## config.mk

```make
export PLATFORM = sky130hd
export DESIGN_NAME = display_scan_driver
export DESIGN_NICKNAME = d
export VERILOG_FILES = /design/src/rtl/display_pkg.sv /design/src/rtl/seg7_decoder.sv /design/src/rtl/display_scan_driver.sv
export SDC_FILE = /design/constraint.sdc
export NUM_CORES = 1
export LEC_CHECK = 0
export CORE_ASPECT_RATIO = 0.6
export CORE_UTILIZATION = 35
export DETAILED_ROUTE_END_ITERATION = 10
export PLACE_DENSITY = 0.64
export SLEW_MARGIN = 20
export SYNTH_ARGS = -nofsm -noshare
export SYNTH_HDL_FRONTEND = slang
export SYNTH_SLANG_ARGS = --single-unit
```

## constraint.sdc

```tcl
create_clock -name clk -period 2.5 [get_ports clk]
set_input_delay 0.375 -clock clk [delete_from_list [all_inputs] [get_ports clk]]
set_output_delay 0.375 -clock clk [all_outputs]
set_load 0.02 [all_outputs]
```

## src/rtl/display_pkg.sv

```systemverilog
// rtl/display_pkg.sv - segment patterns and sizing helper for the scan driver
package display_pkg;

  // Active-high patterns, bit order {g,f,e,d,c,b,a}
  localparam logic [6:0] SEG_0    = 7'b0111111;
  localparam logic [6:0] SEG_1    = 7'b0000110;
  localparam logic [6:0] SEG_2    = 7'b1011011;
  localparam logic [6:0] SEG_3    = 7'b1001111;
  localparam logic [6:0] SEG_4    = 7'b1100110;
  localparam logic [6:0] SEG_5    = 7'b1101101;
  localparam logic [6:0] SEG_6    = 7'b1111101;
  localparam logic [6:0] SEG_7    = 7'b0000111;
  localparam logic [6:0] SEG_8    = 7'b1111111;
  localparam logic [6:0] SEG_9    = 7'b1101111;
  localparam logic [6:0] SEG_DASH = 7'b1000000;
  localparam logic [6:0] SEG_OFF  = 7'b0000000;

  function automatic int idx_width(input int n);
    return (n <= 2) ? 1 : $clog2(n);
  endfunction

endpackage

```

## src/rtl/seg7_decoder.sv

```systemverilog
// rtl/seg7_decoder.sv - BCD nibble to active-high seven-segment pattern
module seg7_decoder
  import display_pkg::*;
(
  input  logic [3:0] bcd,
  output logic [6:0] seg
);

  always_comb begin
    seg = SEG_DASH;
    case (bcd)
      4'd0: seg = SEG_0;
      4'd1: seg = SEG_1;
      4'd2: seg = SEG_2;
      4'd3: seg = SEG_3;
      4'd4: seg = SEG_4;
      4'd5: seg = SEG_5;
      4'd6: seg = SEG_6;
      4'd7: seg = SEG_7;
      4'd8: seg = SEG_8;
      4'd9: seg = SEG_9;
      default: seg = SEG_DASH;
    endcase
  end

endmodule

```

## src/rtl/display_scan_driver.sv

```systemverilog
// rtl/display_scan_driver.sv - time-multiplexed seven-segment driver stepped by a slow scan tick
module display_scan_driver
  import display_pkg::*;
#(
  parameter int NUM_DIGITS = 4,
  parameter int BLINK_DIV  = 95,
  parameter int ACTIVE_LOW = 1
)
(
  input  logic                            clk,
  input  logic                            rst_n,
  input  logic                            scan_tick_in,
  input  logic [4*NUM_DIGITS-1:0]         digits_bcd,
  input  logic [NUM_DIGITS-1:0]           blank_mask,
  input  logic [NUM_DIGITS-1:0]           dp_mask,
  input  logic                            blink_en,
  output logic [NUM_DIGITS-1:0]           an,
  output logic [6:0]                      seg,
  output logic                            dp,
  output logic [$clog2(NUM_DIGITS)-1:0]   digit_idx
);

  localparam int IW = idx_width(NUM_DIGITS);
  localparam int BW = idx_width(BLINK_DIV);
  localparam logic POL = (ACTIVE_LOW != 0);
  localparam logic [IW-1:0] LAST_IDX = IW'(NUM_DIGITS - 1);
  localparam logic [BW-1:0] LAST_CNT = BW'(BLINK_DIV - 1);
  localparam logic [NUM_DIGITS-1:0] AN_OFF = {NUM_DIGITS{POL}};

  logic          sync1, sync2, prev;
  logic          scan_edge;
  logic [IW-1:0] next_idx;
  logic [3:0]    next_bcd;
  logic [6:0]    next_seg;
  logic          next_dark;
  logic [BW-1:0] blink_cnt;
  logic          blink_phase;

  always_ff @(posedge clk or negedge rst_n) begin
    if (!rst_n) begin
      sync1 <= 1'b0;
      sync2 <= 1'b0;
      prev  <= 1'b0;
    end else begin
      sync1 <= scan_tick_in;
      sync2 <= sync1;
      prev  <= sync2;
    end
  end

  assign scan_edge = sync2 & ~prev;

  // Everything for the upcoming digit is taken from the index being entered
  assign next_idx  = (digit_idx == LAST_IDX) ? '0 : digit_idx + IW'(1);
  assign next_bcd  = digits_bcd[4*next_idx +: 4];
  assign next_dark = blank_mask[next_idx] | (blink_en & blink_phase);

  seg7_decoder u_dec (
    .bcd (next_bcd),
    .seg (next_seg)
  );

  // Dropping blink_en clears the cadence at once, even on a scan edge
  always_ff @(posedge clk or negedge rst_n) begin
    if (!rst_n) begin
      blink_cnt   <= '0;
      blink_phase <= 1'b0;
    end else if (!blink_en) begin
      blink_cnt   <= '0;
      blink_phase <= 1'b0;
    end else if (scan_edge) begin
      if (blink_cnt == LAST_CNT) begin
        blink_cnt   <= '0;
        blink_phase <= ~blink_phase;
      end else begin
        blink_cnt <= blink_cnt + BW'(1);
      end
    end
  end

  always_ff @(posedge clk or negedge rst_n) begin
    if (!rst_n) begin
      digit_idx <= LAST_IDX;
      an        <= AN_OFF;
      seg       <= {7{POL}};
      dp        <= POL;
    end else if (scan_edge) begin
      digit_idx <= next_idx;
      an        <= next_dark ? AN_OFF : ((NUM_DIGITS'(1) << next_idx) ^ AN_OFF);
      seg       <= next_seg ^ {7{POL}};
      dp        <= dp_mask[next_idx] ^ POL;
    end
  end

endmodule
```

==> parameters.txt <==
Parameter                              Value

Synth
  Prevailing post-synth register cell ... dfstp_2
  Post-synthesis sequential area ratio ... 40.22%
  Count of flip-flops with a built-in enable after synthesis ... 0
  Share of flip-flops with an asynchronous set or reset after synthesis ... 100.0%
  Net count after synthesis ... 186
  Flip-flop and latch count after synthesis ... 25
  Average size of a mapped cell ... 10.95 sq um
  Number of standard cells after synthesis ... 146
  Synthesis warning total ... 0
  Number of library cell types mapped by synthesis ... 41
  Netlist Area Pre-Place ... 1599 sq um

Drt
  Initial DRT Pass Iterations ... 4
  Wire length reported by the detailed router ... 3514 microns
  Drt first-iter violations ... 33
  Wire per inst ... 13.62 microns
  Via/cell ratio ... 4.822
  Number of vias in the routed layout ... 1244
  Remaining antenna violation count after routing ... 0
  Number of DRC violations after detailed routing ... 0

Final layout
  Relative area change from synthesis to final layout ... 36.85%
  Final core occ ... 51.68%
  Register area ... 643.1 sq um
  # fillers ... 397
  Number of nets in the layout ... 239
  Total area of multi-input combinational cells ... 893.4 sq um
  Ratio of cells with drive above 1 in the final layout ... 24.24%
  Number of diodes added for antenna fixing ... 0
  Final std cell area, no fill ... 2188 sq um

Setup path
  Ordered cell list for the critical path ... inv_1 > ha_4 > mux4_2 > inv_1 > ha_1 > inv_1 > o211a_1 > a211oi_1
  Kind of start point of the critical path ... flip-flop
  Highest-delay cell along the critical path ... dfstp_2
  WS Path Type ... flip-flop to flip-flop
  Critical Path Most Common Cell ... inv_1
  Slowest Stage Delay on Critical Path ... 600 ps
  Required time at the endpoint of the critical path ... 2680 ps
  CP Buf/Inv Count ... 3
  Critical path peak fanout ... 7
  Arrival time of the worst setup path ... 2540 ps
  Family with the most delay on the worst path ... flip-flops
  Category of the worst setup path capture point ... flip-flop

Timing
  Setup TNS ... 0 ps
  Setup repair after global routing missed its margin ... false
  Tightest slew margin relative to the limit ... 67.14%
  Transition time at the pin with the least slew margin ... 480.4 ps
  Number of endpoints with negative hold slack in the final report ... 0
  Final max-slew violation count ... 0
  Final period utilization ... 94.37%
  Maximum achievable frequency ... 423.9 MHz
  Setup skew after layout ... 7.364 ps
  Clock period minus worst slack ... 2359 ps
  Setup slack of the critical path after layout ... 140.7 ps
  Total setup violations reported at the end of the flow ... 0

Run
  Max-cap violation count ... 0

Floorplan
  Overall die width ... 89.26 microns
  Area of the placeable core ... 4234 sq um
  I/O pin total ... 42
  Overall die height ... 54.36 microns
  Die area ... 4852 sq um
  Initial core utilization ... 37.77%
  # rows ... 18

CTS
  Count of clock tree sinks ... 25
  Inserted Clock Buffers ... 3
  Level count of the clock H-tree ... 1
  Clock slew seen by the registers of the worst setup and hold paths ... 90 ps
  TritonCTS clock tree ... done
  Maximum buffer depth of the clock tree ... 2
  Root buffer cell ... clkbuf_8
  Insertion delay to the later sink of the worst-skew pair ... 270 ps

Placed design
  Input/output buffers ... 41
  Area after detailed placement ... 2100 sq um
  HPWL after detailed placement ... 2734 microns
  Worst slack after detailed placement ... 22.61 ps
  Placer congestion estimate ... 0.7889

GRT
  First-pass GRT wire length ... 5865 microns
  Gr ovfl total ... 0
  Via count of the first global-routing pass ... 1266
  Number of antenna violations at the first check in global routing ... 0
  Maximum number of pins on one net before global-route repair ... 26
  Tot GR Track Use ... 16.33%

Power and ir drop
  PD cells ... 1082 nW/um^2
  Worst voltage drop across the vdd grid ... 0.6826 mV
  Leakage ... 0.8799 nW

Run status
  Run status ... finished, final reports clean

Hold path
  Worst hold path type ... flip-flop to flip-flop
-- layout make-up --
class / count / area share, %
multi-input combinational: 107 / 40.82
sequential: 25 / 29.39
timing repair buffer: 52 / 22.53
tap: 60 / 3.431
clock buffer: 3 / 1.887
inverter: 10 / 1.715
clock inverter: 1 / 0.2287
-- worst paths after layout --
kind                         startpoint           to  slack, ps  cells after the start
min in group asynchronous         rst_n  blink_phase        460                      2
max reg2reg                digit_idx[0]       seg[3]        140                      8
max in group asynchronous         rst_n           dp       1740                      2
max                        digit_idx[0]       seg[3]        140                      8
min reg2reg                       sync1        sync2        360                      0
min                               sync1        sync2        360                      0
-- through the flow --
step	hold WS [ps]	cells	power, mW
final	358.8	258	2.369
after global routing	375.4	258	2.550
after CTS	361.6	256	2.346
after detailed placement	340.5	250	2.057
after global placement	336.4	250	2.030
after floorplan	79.41	146	1.594
-- report_power, final --
part | internal (mW) | switching, mW | leakage, nW | total (mW)
Combinational | 0.735 | 0.748 | 0.561 | 1.48
Sequential | 0.572 | 0.0717 | 0.293 | 0.644
Clock | 0.111 | 0.130 | 0.0255 | 0.242
Total | 1.42 | 0.949 | 0.880 | 2.37
-- flip-flops by register name, indices dropped and copies added (netlist names) --
signal       flops
an               4
sync2            1
blink_phase      1
blink_cnt        7
digit_idx        2
prev             1
sync1            1
seg              7
dp               1
-- per-layer routing --
metal  vias up  wire [microns]  track usage, %
met5         -               0               0
li1        621               -               -
met3         0             152           4.525
met1       598            1756           21.16
met4         0               0          0.7937
met2        25            1604           29.01
-- cells in the final DEF (no fill, tap or decap), types with 2 or more instances in the layout --
cell	instances
nand3_1	3
o2111ai_1	2
nand2b_1	2
dfstp_2	14
a211oi_1	4
mux4_2	4
clkbuf_8	3
ha_1	10
o21ai_0	3
or3_1	2
o21a_1	2
a31oi_1	3
clkdlybuf4s50_1	41
a21oi_1	7
buf_4	11
xnor2_1	5
nor2_1	17
mux2_2	2
dfrtp_1	11
nand2_1	12
mux2i_1	6
mux2i_2	2
inv_1	10
-- kinds of logic (layout without fill, tap and decap cells) --
group           count (synthesis)  after routing  share of synthesized area, %
simple gates                   45             45                         14.01
compound gates                 30             30                         15.10
mux                            14             14                         12.52
xor+xnor                        6              6                         3.286
fa+ha+maj                      12             12                         9.389
flops                          25             25                         40.22
buf+inv                        14             66                         5.478
-- timing repair --
action	CTS	global route
endpoints found under the setup margin	2	3
resized for setup	0	3
pin swaps	1	2
buffers inserted	2	2
hold buffers	0	0
-- synthesized netlist by cell type, drive strengths merged (2+ instances only) --
library cell | instances | share of area (%)
mux2i | 8 | 5.5
nand2b | 3 | 1.6
o31ai | 2 | 1.8
a211oi | 5 | 2.7
dfrtp | 11 | 17
ha | 12 | 9.4
xnor2 | 5 | 2.7
inv | 10 | 2.3
mux4 | 4 | 5.6
a21oi | 7 | 2.2
dfstp | 14 | 23
o21ai | 3 | 0.94
o21a | 2 | 0.94
or3 | 2 | 0.78
buf | 2 | 1.4
a2111oi | 2 | 2.3
nand3 | 3 | 0.94
o2111ai | 2 | 1.1
mux2 | 2 | 1.4
nand2 | 12 | 2.8
a31oi | 3 | 1.2
clkbuf | 2 | 1.7
nor2 | 18 | 4.7
No activity file was read; power rests on OpenSTA's default activity.
